$ cat config.mk
export PLATFORM = sky130hd
export DESIGN_NAME = kalman_alu_mc
export DESIGN_NICKNAME = d
export VERILOG_FILES = /design/src/rtl/kalman_alu_mc.sv
export SDC_FILE = /design/constraint.sdc
export NUM_CORES = 1
export LEC_CHECK = 0
export BUFFER_PORTS_ARGS = -buffer_cell sky130_fd_sc_hd__buf_2
export CORE_UTILIZATION = 47
export CTS_CLUSTER_SIZE = 40
export DETAILED_ROUTE_END_ITERATION = 7
export PLACE_DENSITY = 0.65
export SYNTH_ARGS = -nofsm -noshare
export SYNTH_HDL_FRONTEND = slang
export SYNTH_SLANG_ARGS = --single-unit
export TNS_END_PERCENT = 1
$ cat constraint.sdc
create_clock -name clk -period 10.15 [get_ports clk]
set_input_delay 0.5075 -clock clk [delete_from_list [all_inputs] [get_ports clk]]
set_output_delay 0.5075 -clock clk [all_outputs]
set_load 0.1 [all_outputs]
$ cat src/rtl/kalman_alu_mc.sv
// Multi-channel 1-D Kalman angle filter with a single shared signed multiplier.
// Optional gyro bias estimation is compiled in with `define KALMAN_BIAS_EST_EN.
module kalman_alu_mc #(
    parameter int          NUM_CH    = 3,
    parameter int          DATA_W    = 16,
    parameter int          DT_W      = 8,
    parameter int          DT_FRAC   = 8,
    parameter int unsigned GAIN      = 16384,
    parameter int unsigned BIAS_GAIN = 256
) (
    input  logic                     clk,
    input  logic                     n_rst,
    input  logic                     load_gyro,
    input  logic [NUM_CH*DATA_W-1:0] gyro_data,
    input  logic [NUM_CH*DATA_W-1:0] accel_data,
    input  logic [DT_W-1:0]          dt_in,
    input  logic [NUM_CH-1:0]        ch_en,
    output logic [NUM_CH*DATA_W-1:0] angle_out,
    output logic                     busy,
    output logic                     done,
    output logic                     overrun,
    output logic [NUM_CH-1:0]        sat_flag
);

    // Multiplier B operand must hold unsigned dt and an unsigned Q0.16 gain.
    localparam int MB_W   = (DT_W + 1 > 17) ? DT_W + 1 : 17;
    localparam int PROD_W = DATA_W + MB_W;
    localparam int WIDE   = PROD_W + 2;
    localparam int CH_W   = (NUM_CH > 1) ? $clog2(NUM_CH) : 1;

    localparam logic signed [WIDE-1:0] SAT_MAX = {{(WIDE-DATA_W+1){1'b0}}, {(DATA_W-1){1'b1}}};
    localparam logic signed [WIDE-1:0] SAT_MIN = ~SAT_MAX;
    localparam logic signed [MB_W-1:0] GAIN_S  = MB_W'(GAIN);

    typedef enum logic [2:0] {
        S_IDLE,
        S_MUL_P,
        S_ADD_P,
        S_MUL_U,
        S_ADD_U,
        S_DONE
    } state_t;

    state_t state, state_next;

    logic [CH_W-1:0]          ch_idx;
    logic signed [DATA_W-1:0] gyro_q  [NUM_CH];
    logic signed [DATA_W-1:0] accel_q [NUM_CH];
    logic signed [DATA_W-1:0] angle_r [NUM_CH];
    logic [DT_W-1:0]          dt_q;
    logic [NUM_CH-1:0]        en_q;
    logic signed [PROD_W-1:0] prod_r;
    logic signed [DATA_W-1:0] pred_r;

    logic signed [DATA_W-1:0] gyro_c, accel_c, angle_c, bias_c;
    logic signed [WIDE-1:0]   rate_w, pred_w, innov_w, upd_w;
    logic signed [DATA_W-1:0] mul_a;
    logic signed [MB_W-1:0]   mul_b;
    logic signed [PROD_W-1:0] prod;
    logic                     step_sat, bias_clamp;

    function automatic logic signed [DATA_W-1:0] sat(input logic signed [WIDE-1:0] v);
        if (v > SAT_MAX) return SAT_MAX[DATA_W-1:0];
        if (v < SAT_MIN) return SAT_MIN[DATA_W-1:0];
        return v[DATA_W-1:0];
    endfunction

    function automatic logic clamps(input logic signed [WIDE-1:0] v);
        return (v > SAT_MAX) || (v < SAT_MIN);
    endfunction

    assign busy = (state != S_IDLE);
    assign done = (state == S_DONE);

    for (genvar i = 0; i < NUM_CH; i++) begin : g_out
        assign angle_out[i*DATA_W +: DATA_W] = angle_r[i];
    end

    // ---------------- FSM ----------------
    always_ff @(posedge clk or negedge n_rst) begin
        if (!n_rst) state <= S_IDLE;
        else        state <= state_next;
    end

    always_comb begin
        // NOTE: default first so every path assigns state_next and no latch is inferred.
        state_next = state;
        case (state)
            S_IDLE:  if (load_gyro) state_next = S_MUL_P;
            S_MUL_P: state_next = S_ADD_P;
            S_ADD_P: state_next = S_MUL_U;
            S_MUL_U: state_next = S_ADD_U;
            S_ADD_U: state_next = (ch_idx == CH_W'(NUM_CH - 1)) ? S_DONE : S_MUL_P;
            S_DONE:  state_next = S_IDLE;
            default: state_next = S_IDLE;
        endcase
    end

    // ---------------- Bias (optional) ----------------
`ifdef KALMAN_BIAS_EST_EN
    localparam logic signed [MB_W-1:0] BIAS_GAIN_S = MB_W'(BIAS_GAIN);

    logic signed [DATA_W-1:0] bias_r [NUM_CH];
    logic signed [DATA_W-1:0] innov_r;
    logic signed [WIDE-1:0]   bias_w;

    assign bias_c     = bias_r[ch_idx];
    // The multiplier is idle during ADD_U, so it forms innov*BIAS_GAIN there.
    assign bias_w     = WIDE'(bias_c) - (WIDE'(prod) >>> 16);
    assign bias_clamp = clamps(bias_w);

    always_ff @(posedge clk or negedge n_rst) begin
        if (!n_rst) begin
            innov_r <= '0;
            for (int i = 0; i < NUM_CH; i++) bias_r[i] <= '0;
        end else begin
            if (state == S_MUL_U) innov_r <= sat(innov_w);
            if (state == S_ADD_U && en_q[ch_idx]) bias_r[ch_idx] <= sat(bias_w);
        end
    end
`else
    assign bias_c     = '0;
    assign bias_clamp = 1'b0;
`endif

    // ---------------- Datapath ----------------
    always_comb begin
        gyro_c  = gyro_q[ch_idx];
        accel_c = accel_q[ch_idx];
        angle_c = angle_r[ch_idx];
        rate_w  = WIDE'(gyro_c) - WIDE'(bias_c);
        pred_w  = WIDE'(angle_c) + (WIDE'(prod_r) >>> DT_FRAC);
        innov_w = WIDE'(accel_c) - WIDE'(pred_r);
        upd_w   = WIDE'(pred_r) + (WIDE'(prod_r) >>> 16);

        mul_a    = '0;
        mul_b    = '0;
        step_sat = 1'b0;
        case (state)
            S_MUL_P: begin
                mul_a    = sat(rate_w);
                mul_b    = MB_W'(dt_q);
                step_sat = clamps(rate_w);
            end
            S_ADD_P: step_sat = clamps(pred_w);
            S_MUL_U: begin
                mul_a    = sat(innov_w);
                mul_b    = GAIN_S;
                step_sat = clamps(innov_w);
            end
            S_ADD_U: begin
`ifdef KALMAN_BIAS_EST_EN
                mul_a    = innov_r;
                mul_b    = BIAS_GAIN_S;
`endif
                step_sat = clamps(upd_w) | bias_clamp;
            end
            default: ;
        endcase
    end

    assign prod = PROD_W'(mul_a) * PROD_W'(mul_b);

    always_ff @(posedge clk or negedge n_rst) begin
        // NOTE: the snapshot and angle arrays are small register files, reset with everything else
        // so an aborted frame leaves no stale state behind.
        if (!n_rst) begin
            ch_idx   <= '0;
            dt_q     <= '0;
            en_q     <= '0;
            prod_r   <= '0;
            pred_r   <= '0;
            sat_flag <= '0;
            overrun  <= 1'b0;
            for (int i = 0; i < NUM_CH; i++) begin
                gyro_q[i]  <= '0;
                accel_q[i] <= '0;
                angle_r[i] <= '0;
            end
        end else begin
            // NOTE: non-blocking assignments so every register samples pre-edge values.
            overrun <= load_gyro && (state != S_IDLE);
            if (state != S_IDLE && en_q[ch_idx] && step_sat) sat_flag[ch_idx] <= 1'b1;

            case (state)
                S_IDLE: begin
                    if (load_gyro) begin
                        ch_idx   <= '0;
                        dt_q     <= dt_in;
                        en_q     <= ch_en;
                        sat_flag <= '0;
                        for (int i = 0; i < NUM_CH; i++) begin
                            gyro_q[i]  <= gyro_data[i*DATA_W +: DATA_W];
                            accel_q[i] <= accel_data[i*DATA_W +: DATA_W];
                        end
                    end
                end
                S_MUL_P: prod_r <= prod;
                S_ADD_P: pred_r <= sat(pred_w);
                S_MUL_U: prod_r <= prod;
                S_ADD_U: begin
                    if (en_q[ch_idx]) angle_r[ch_idx] <= sat(upd_w);
                    ch_idx <= ch_idx + 1'b1;
                end
                default: ;
            endcase
        end
    end

endmodule

**Yosys cells after proc, flatten, opt, wreduce, memory -nomap -nowiden**

Cells that the tools add are included.

- Register bits: 213
- Bits of input ports: 110
- Output and inout port bits: 54
- Logic and storage cells: 126

- Add/sub/neg operators: 4
- $mul: 1
- Magnitude comparators: 12
- Eq/ne operators: 7
- Multiplexer cells: 67
- Bitwise logic cells: 2
- Reduce and logical (&&, ||, !) cells: 16

Operators by type and width:

| operator | number |
|---|---|
| $mux W16 | 25 |
| $bmux W16 S2 | 3 |
| $bwmux W48 | 1 |
| $demux W16 S2 | 1 |
| $mul A16 B16 Y32 | 1 |
| $pmux W16 S2 | 1 |
| $pmux W15 S2 | 1 |
| $add A16 B25 Y26 | 1 |
| $gt A26 B16 Y1 const B | 1 |
| $lt A26 B16 Y1 const B | 1 |
| $mux W1 | 24 |
| $add A16 B17 Y18 | 1 |
| $gt A18 B16 Y1 const B | 1 |
| $lt A18 B16 Y1 const B | 1 |
| $gt A17 B16 Y1 const B | 1 |
| $lt A17 B16 Y1 const B | 1 |
| $sub A16 B16 Y17 | 1 |
| $gt A16 B16 Y1 const B | 1 |
| $lt A16 B16 Y1 const B | 1 |
| $mux W3 | 5 |
| $pmux W3 S5 | 1 |
| $eq A3 B2 Y1 const B | 2 |
| $eq A3 B3 Y1 const B | 2 |
| $reduce_and A2 Y1 | 3 |
| other kinds (21) | 28 |

**Depth between registers and ports, before layout**

Gate-level depths: netlist of the first run.

- Depth in word-level cells: 14
- Depth in mapped cells: 41
- Mapped depth without buffers: 37

**Worst setup path after synthesis of the first run**

OpenSTA, ideal clock, no wires.

- Path kind: register to register
- From: register ch_idx[0]
- To: register prod_r[29]
- Data arrival time: 9.260 ns
- Required time: 10.017 ns
- Path slack: 0.756 ns
- Cell stages (with the launch flop): 36
- Clock period less this slack: 9.394 ns
- Cells stage by stage: dfrtp_1 > buf_2 > buf_1 > buf_1 > mux2i_1 > o21ai_0 > fa_1 > a211o_1 > a21oi_1 > o31a_1 > o21ai_2 > a211oi_1 > a21oi_1 > or2_2 > inv_1 > a21oi_1 > clkbuf_1 > or2_2 > fa_1 > inv_1 > fa_1 > ha_1 > inv_1 > fa_1 > fa_1 > fa_1 > inv_1 > ha_1 > a21o_1 > a21o_1 > a21oi_1 > o21ai_0 > a21o_1 > a21o_1 > a211oi_1 > o31ai_1

- Cells in the longest elaborated chain, start to end: 13

Ends and longest elaborated chain:

| item | RTL line | source |
|---|---|---|
| start: declaration | 46 | `logic [CH_W-1:0] ch_idx;` |
| start signal: assignment | 203 | `ch_idx <= ch_idx + 1'b1;` |
| $not A2 Y3 (not written as such) * | 128, 129 |  |
| $bmux W16 S2 | 129 | `accel_c = accel_q[ch_idx];` |
| $mux W16 (not written as such) (2 in series) | 129 |  |
| $sub A16 B16 Y17 | 133 | `innov_w = WIDE'(accel_c) - WIDE'(pred_r);` |
| $lt A17 B16 Y1 | 64 | `if (v < SAT_MIN) return SAT_MIN[DATA_W-1:0];` |
| $mux W1 (2 in series) | 64 |  |
| $mux W1 | 139 | `case (state)` |
| $mux W16 | 65 | `return v[DATA_W-1:0];` |
| $mux W16 | 64 |  |
| $pmux W16 S2 * | 139 |  |
| $mul A16 B16 Y32 * | 162 | `assign prod = PROD_W'(mul_a) * PROD_W'(mul_b);` |
| end signal: assignment | 198 | `S_MUL_P: prod_r <= prod;` |
| end signal: assignment | 200 | `S_MUL_U: prod_r <= prod;` |
| end: declaration | 52 | `logic signed [PROD_W-1:0] prod_r;` |

Every way passes the cells marked *; elsewhere a longest branch is shown, timed or not. The select of a mux whose other input is x is not followed.
A chain may end at the register's enable or synchronous reset.

**Final worst setup path of the first run**

Same ends and word-level chain as after synthesis.

==> flow_summary.json, run 1 <==
{
  "syn_area_per_cell_um2": 8.602,
  "cts.root.buffer_cell": "clkbuf_16",
  "antenna_found_initial": 0,
  "synth_compound_area_share_pct": 15.75,
  "ant_nets": 0,
  "crit_top_cell": "fa_1",
  "grt_usage_pct": 25.30,
  "synth_seq_cells": 204,
  "yosys_warnings": 0,
  "rows": 72,
  "drt-total-wl_um": 49960,
  "coreArea_um2": 38560,
  "cts_tree": "built",
  "vias": 15100,
  "muxShareOfSynthArea_pct": 3.551,
  "antennaDiodeCount": 0,
  "relSlewSlack_pct": 21.42,
  "overflow": 0,
  "rsz0062_at_grt": "no",
  "htree_levels": 1,
  "fin_crit_ns": 9.684,
  "grt_pass1_vias": 15040,
  "clkLatencyLatePin_ns": 0.51,
  "die_area_um2": 39850,
  "start_util_pct": 47.61,
  "tightest_slew_ns": 1.179,
  "grt_max_degree": 111,
  "dieWidth_um": 199.6,
  "synth_xor_area_share_pct": 3.101,
  "grt_pass1_wl_um": 79390,
  "fmaxAchievable_ghz": 0.1033,
  "drive_above_1_share_pct": 13.08,
  "wl_per_cell_um": 17.92,
  "setup_viol": 0,
  "tns_ns": 0,
  "syn_nets": 2525,
  "ys_types": 87,
  "cts_buffers": 22,
  "gp_routability_congestion": 0.9267,
  "fin_skew_ns": 0.01866,
  "post_cts_buffers": 0,
  "async_flop_share_pct": 100.0,
  "critical_path_class": "reg -> reg",
  "cts_sinks": 204,
  "syn_area_um2": 18360,
  "synth-edff-count": 0,
  "crit_arrival_ns": 10.06,
  "cp_max_fo": 26,
  "synth_top_family_by_area": "adder cells",
  "fin_crit_sh_pct": 95.41,
  "clk_pin_slew_worst_paths_ns": 0.06,
  "route.detailed.drc": 0,
  "die_h_um": 199.6,
  "cp_slowest_cell": "a221oi_2",
  "hpwl_um": 39870,
  "fillers": 3698,
  "cap_violations": 0,
  "critPathTopFamily": "compound AO/OA/AOI/OAI gates",
  "mostFrequentLayoutCell": "nand2_1",
  "ys_seq_area_share_pct": 27.81,
  "end_kind": "flop",
  "hp-class": "in -> async",
  "clockBufferDepth": 3,
  "hold_viol": 0,
  "synth-simple-area-share_pct": 18.72,
  "num-nets-final": 2646,
  "syn_to_final_growth_pct": 11.06,
  "avgViaCountPerCell": 5.416,
  "most-common-layout-cells": "506 x nand2_1, 214 x inv_1, 203 x dfrtp_1",
  "slew_viol_final": 0,
  "cpPeakStageDelay_ns": 0.72,
  "cts_hold_buffers": 0,
  "syn_inst": 2134,
  "crit_buf_inv": 4,
  "io_pins": 164,
  "drt_iter0_drc": 844,
  "status": "completed",
  "portBuffers": 163,
  "cts_resized": 0,
  "critPathRequiredTime_ns": 10.52,
  "drt-pass1-iter-count": 5,
  "cp-start-kind": "flop",
  "synthAdderAreaFrac_pct": 24.71,
  "synth_flop_cell": "dfrtp_1"
}
==> stage by stage <==
stage	utilization (%)	std cells	cell area, um2	hold WS (ns)	worst slack [ns]
floorplan	-	2134	18360	0.2119	0.7562
global placement	50.94	2749	19640	0.4579	0.7302
detailed placement	50.94	2749	19640	0.4620	0.5573
CTS	52.88	2788	20390	0.07738	0.5071
global route	52.88	2788	20390	0.08950	0.01976
finish	52.88	2788	20390	0.03418	0.4655
==> registers in the layout, summed over array words and instances, names as in the netlist <==
name / cells
sat_flag: 3
accel_q: 48
ch_idx: 2
prod_r: 24
state: 3
pred_r: 16
dt_q: 8
en_q: 3
overrun: 1
angle_out: 48
gyro_q: 48
==> layout make-up <==
type                            count  area (um2)  share of cell area, %
Inverter                          214       803.3                  3.940
Clock buffer                       34       686.9                  3.369
Sequential cell                   204        5106                  25.04
Multi-Input combinational cell   1630       12110                  59.39
Clock inverter                      5       60.06                 0.2946
Timing Repair Buffer              183       974.7                  4.781
Tap cell                          518       648.1                  3.179
==> Yosys cell counts (7+ instances only) <==
cell,number,area [um2]
xnor2_1,44,385.4
a211oi_1,16,120.1
dfrtp_1,204,5105
nand3_1,14,70.07
nor3_1,14,70.07
clkbuf_1,67,251.5
and2_1,7,43.79
and3_1,10,62.56
nand2_1,507,1903
o21bai_1,9,67.56
ha_1,145,1814
o21a_1,10,75.07
a21oi_1,92,460.4
or2_2,12,75.07
or2_1,17,106.4
mux2i_1,57,570.6
o21ai_0,136,680.7
nand4_1,14,87.58
inv_1,214,803.3
nor2_1,153,574.3
nand2b_1,15,93.84
xor2_1,21,183.9
buf_1,8,30.03
o221ai_2,8,120.1
a21o_1,45,337.8
o21ai_1,10,50.05
nor2b_1,9,56.30
fa_1,136,2723
==> kinds of logic (layout without fill, tap and decap cells) <==
kind of cell	after synthesis	count (layout)
DFF	204	204
AOI/OAI and AO/OA	414	414
muxes	64	64
buffers and inverters	300	436
xor gates and xnor gates	65	65
and+or+nand+nor	806	806
adders and majority gates	281	281
==> path summary, 6_finish.rpt <==
path / from / to / slack (ns) / cells past startpoint
min in group clk: gyro_data[3] / gyro_q[35] / 0.18 / 3
worst max register to register: ch_idx[0] / prod_r[29] / 0.47 / 34
worst max-delay path: ch_idx[0] / prod_r[29] / 0.47 / 34
worst min register to register: gyro_q[41] / gyro_q[41] / 0.47 / 2
worst min-delay path: n_rst / gyro_q[22] / 0.03 / 1
max in group asynchronous: n_rst / angle_out[12] / 8.82 / 2
==> worst register-to-register path: cells and delay by family, from the launching register on <==
family          cells  cell delay (ns)
simple gates        3             0.41
flops               1             0.60
compound gates     17             3.97
fa+ha+maj           9             3.87
buf+inv             4             0.43
mux                 1             0.25
==> metal layers <==
metal	share of wire [%]	global-route usage (%)	vias to the layer above
met4	2.2	5.824	0
met3	3.8	2.363	60
li1	-	-	7299
met5	0	0	-
met1	45	34.60	7399
met2	49	43.18	342
Power of run 1 is left out: the tool's default activity adds up to more than one toggle a clock period on the data nets, which glitch-free logic cannot reach.
==> inputs of run 2 (changes only) <==
--- a/config.mk
+++ b/config.mk
@@ -6,10 +6,9 @@
 export NUM_CORES = 1
 export LEC_CHECK = 0
 export BUFFER_PORTS_ARGS = -buffer_cell sky130_fd_sc_hd__buf_2
-export CORE_UTILIZATION = 47
+export CORE_UTILIZATION = 28
 export CTS_CLUSTER_SIZE = 40
 export DETAILED_ROUTE_END_ITERATION = 7
-export PLACE_DENSITY = 0.65
 export SYNTH_ARGS = -nofsm -noshare
 export SYNTH_HDL_FRONTEND = slang
 export SYNTH_SLANG_ARGS = --single-unit
==> flow_summary.json, run 2 (same netlist as run 1, synthesis figures left out) <==
{
  "grt_pass1_vias": 14800,
  "drive_above_1_share_pct": 12.87,
  "cpPeakStageDelay_ns": 0.62,
  "place_area_um2": 20040,
  "overflow": 0,
  "seqCellArea_um2": 5109,
  "slew_viol_final": 0,
  "htree_levels": 1,
  "crit_top_cell": "fa_1",
  "pre_cts_slack_ns": 0.5860,
  "gp_routability_congestion": 0.9243,
  "hold_viol": 23,
  "most-common-layout-cells": "506 x nand2_1, 214 x inv_1, 203 x dfrtp_1",
  "grt_max_degree": 111,
  "finalWorstSetupSlack_ns": 0.5179,
  "clockBufferDepth": 3,
  "io_pins": 164,
  "die_area_um2": 66590,
  "wl_per_cell_um": 16.34,
  "mostFrequentLayoutCell": "nand2_1",
  "drt-total-wl_um": 51040,
  "clkLatencyLatePin_ns": 0.53,
  "fin_crit_ns": 9.632,
  "critical_path_class": "reg -> reg",
  "cp-start-kind": "flop",
  "die_h_um": 258.1,
  "start_util_pct": 28.43,
  "rows": 93,
  "cp_max_fo": 38,
  "drt-pass1-iter-count": 7,
  "fin_crit_sh_pct": 94.90,
  "tightest_slew_ns": 1.189,
  "coreArea_um2": 64580,
  "cts_sinks": 204,
  "cts.root.buffer_cell": "clkbuf_16",
  "holdWs_ns": -0.01166,
  "route.detailed.drc": 0,
  "status": "finished with violations",
  "setup_viol": 0,
  "clk_pin_slew_worst_paths_ns": 0.06,
  "fmaxAchievable_ghz": 0.1038,
  "violations": "hold timing",
  "syn_to_final_growth_pct": 13.05,
  "hpwl_um": 40270,
  "post_cts_buffers": 0,
  "fillers": 6848,
  "rsz0062_at_grt": "no",
  "vias": 14820,
  "end_kind": "flop",
  "cp_slowest_cell": "dfrtp_4",
  "relSlewSlack_pct": 20.72,
  "antennaDiodeCount": 0,
  "crit_arrival_ns": 10.03,
  "dieWidth_um": 258.1,
  "antenna_found_initial": 0,
  "portBuffers": 163,
  "grt_pass1_wl_um": 81810,
  "fin_skew_ns": 0.02261,
  "fin_area_um2": 20750,
  "cts_tree": "built",
  "hp-class": "in -> async",
  "cap_violations": 0,
  "num-nets-final": 2642,
  "multi_input_area_um2": 12110,
  "drt_iter0_drc": 1137,
  "tns_ns": 0,
  "avgViaCountPerCell": 4.746,
  "cts_buffers": 23,
  "ant_nets": 0,
  "critPathRequiredTime_ns": 10.55,
  "grt_usage_pct": 15.25
}
run 2: changes by cell type in the layout (fill, tap and decap cells not counted):
| cell | previous run | this run |
|---|---|---|
| dfrtp_4 | 0 | 1 |
| clkbuf_8 | 8 | 5 |
| clkinv_4 | 1 | 0 |
| ha_1 | 145 | 144 |
| clkbuf_1 | 4 | 8 |
| ha_2 | 0 | 1 |
| buf_4 | 20 | 14 |
| bufinv_16 | 1 | 0 |
| dfrtp_2 | 1 | 0 |
| clkinv_2 | 2 | 4 |
| inv_6 | 0 | 2 |
| buf_12 | 0 | 1 |
run 2: layout make-up:
type                    count  share of cell area, %
multi-input cells        1630                  58.36
flip-flops and latches    204                  24.62
well taps                 855                  5.155
clock buffers              35                  3.183
clock inverters             7                 0.2351
inverters                 214                  3.871
repair buffers            178                  4.576
run 2: path summary, 6_finish.rpt:
check	startpoint	endpoint	slack, ns	cells past startpoint
setup / recovery	ch_idx[0]	prod_r[29]	0.52	32
hold / removal	n_rst	angle_out[14]	-0.01	1
setup reg to reg	ch_idx[0]	prod_r[29]	0.52	32
hold reg to reg	gyro_q[8]	gyro_q[8]	0.47	2
max in group asynchronous	n_rst	ch_idx[0]	8.62	2
min in group clk	accel_data[27]	accel_q[27]	0.17	3
run 2: per-stage QoR:
stage | util (%) | instances
6_report | 32.13 | 3123
5_1_grt | 32.13 | 3123
4_1_cts | 32.13 | 3123
3_5_place_dp | 31.03 | 3081
3_3_place_gp | 31.03 | 3081
2_1_floorplan | - | 2134
run 2: routing by layer:
| metal | share of wire (%) | global-route usage, % |
|---|---|---|
| met5 | 0 | 0 |
| met4 | 2.1 | 3.238 |
| met3 | 5.6 | 2.336 |
| met2 | 45 | 23.63 |
| met1 | 48 | 22.27 |
run 2: worst max-delay path, delay by kind of cell (launching register included):
kind | cells | cell delay (ns)
compound gates | 17 | 4.04
fa+ha+maj | 8 | 3.59
buf+inv | 4 | 0.70
flops | 1 | 0.62
mux | 1 | 0.21
simple gates | 2 | 0.31
run 2: repair_timing:
| item | 4_1_cts | 5_1_grt |
|---|---|---|
| hold endpoints to repair | 0 | 0 |
| endpoints found under the setup margin | 0 | 1 |
| hold buffers | 0 | 0 |
| gates resized for setup | 0 | 1 |
Power of run 2 is left out for the same reason.
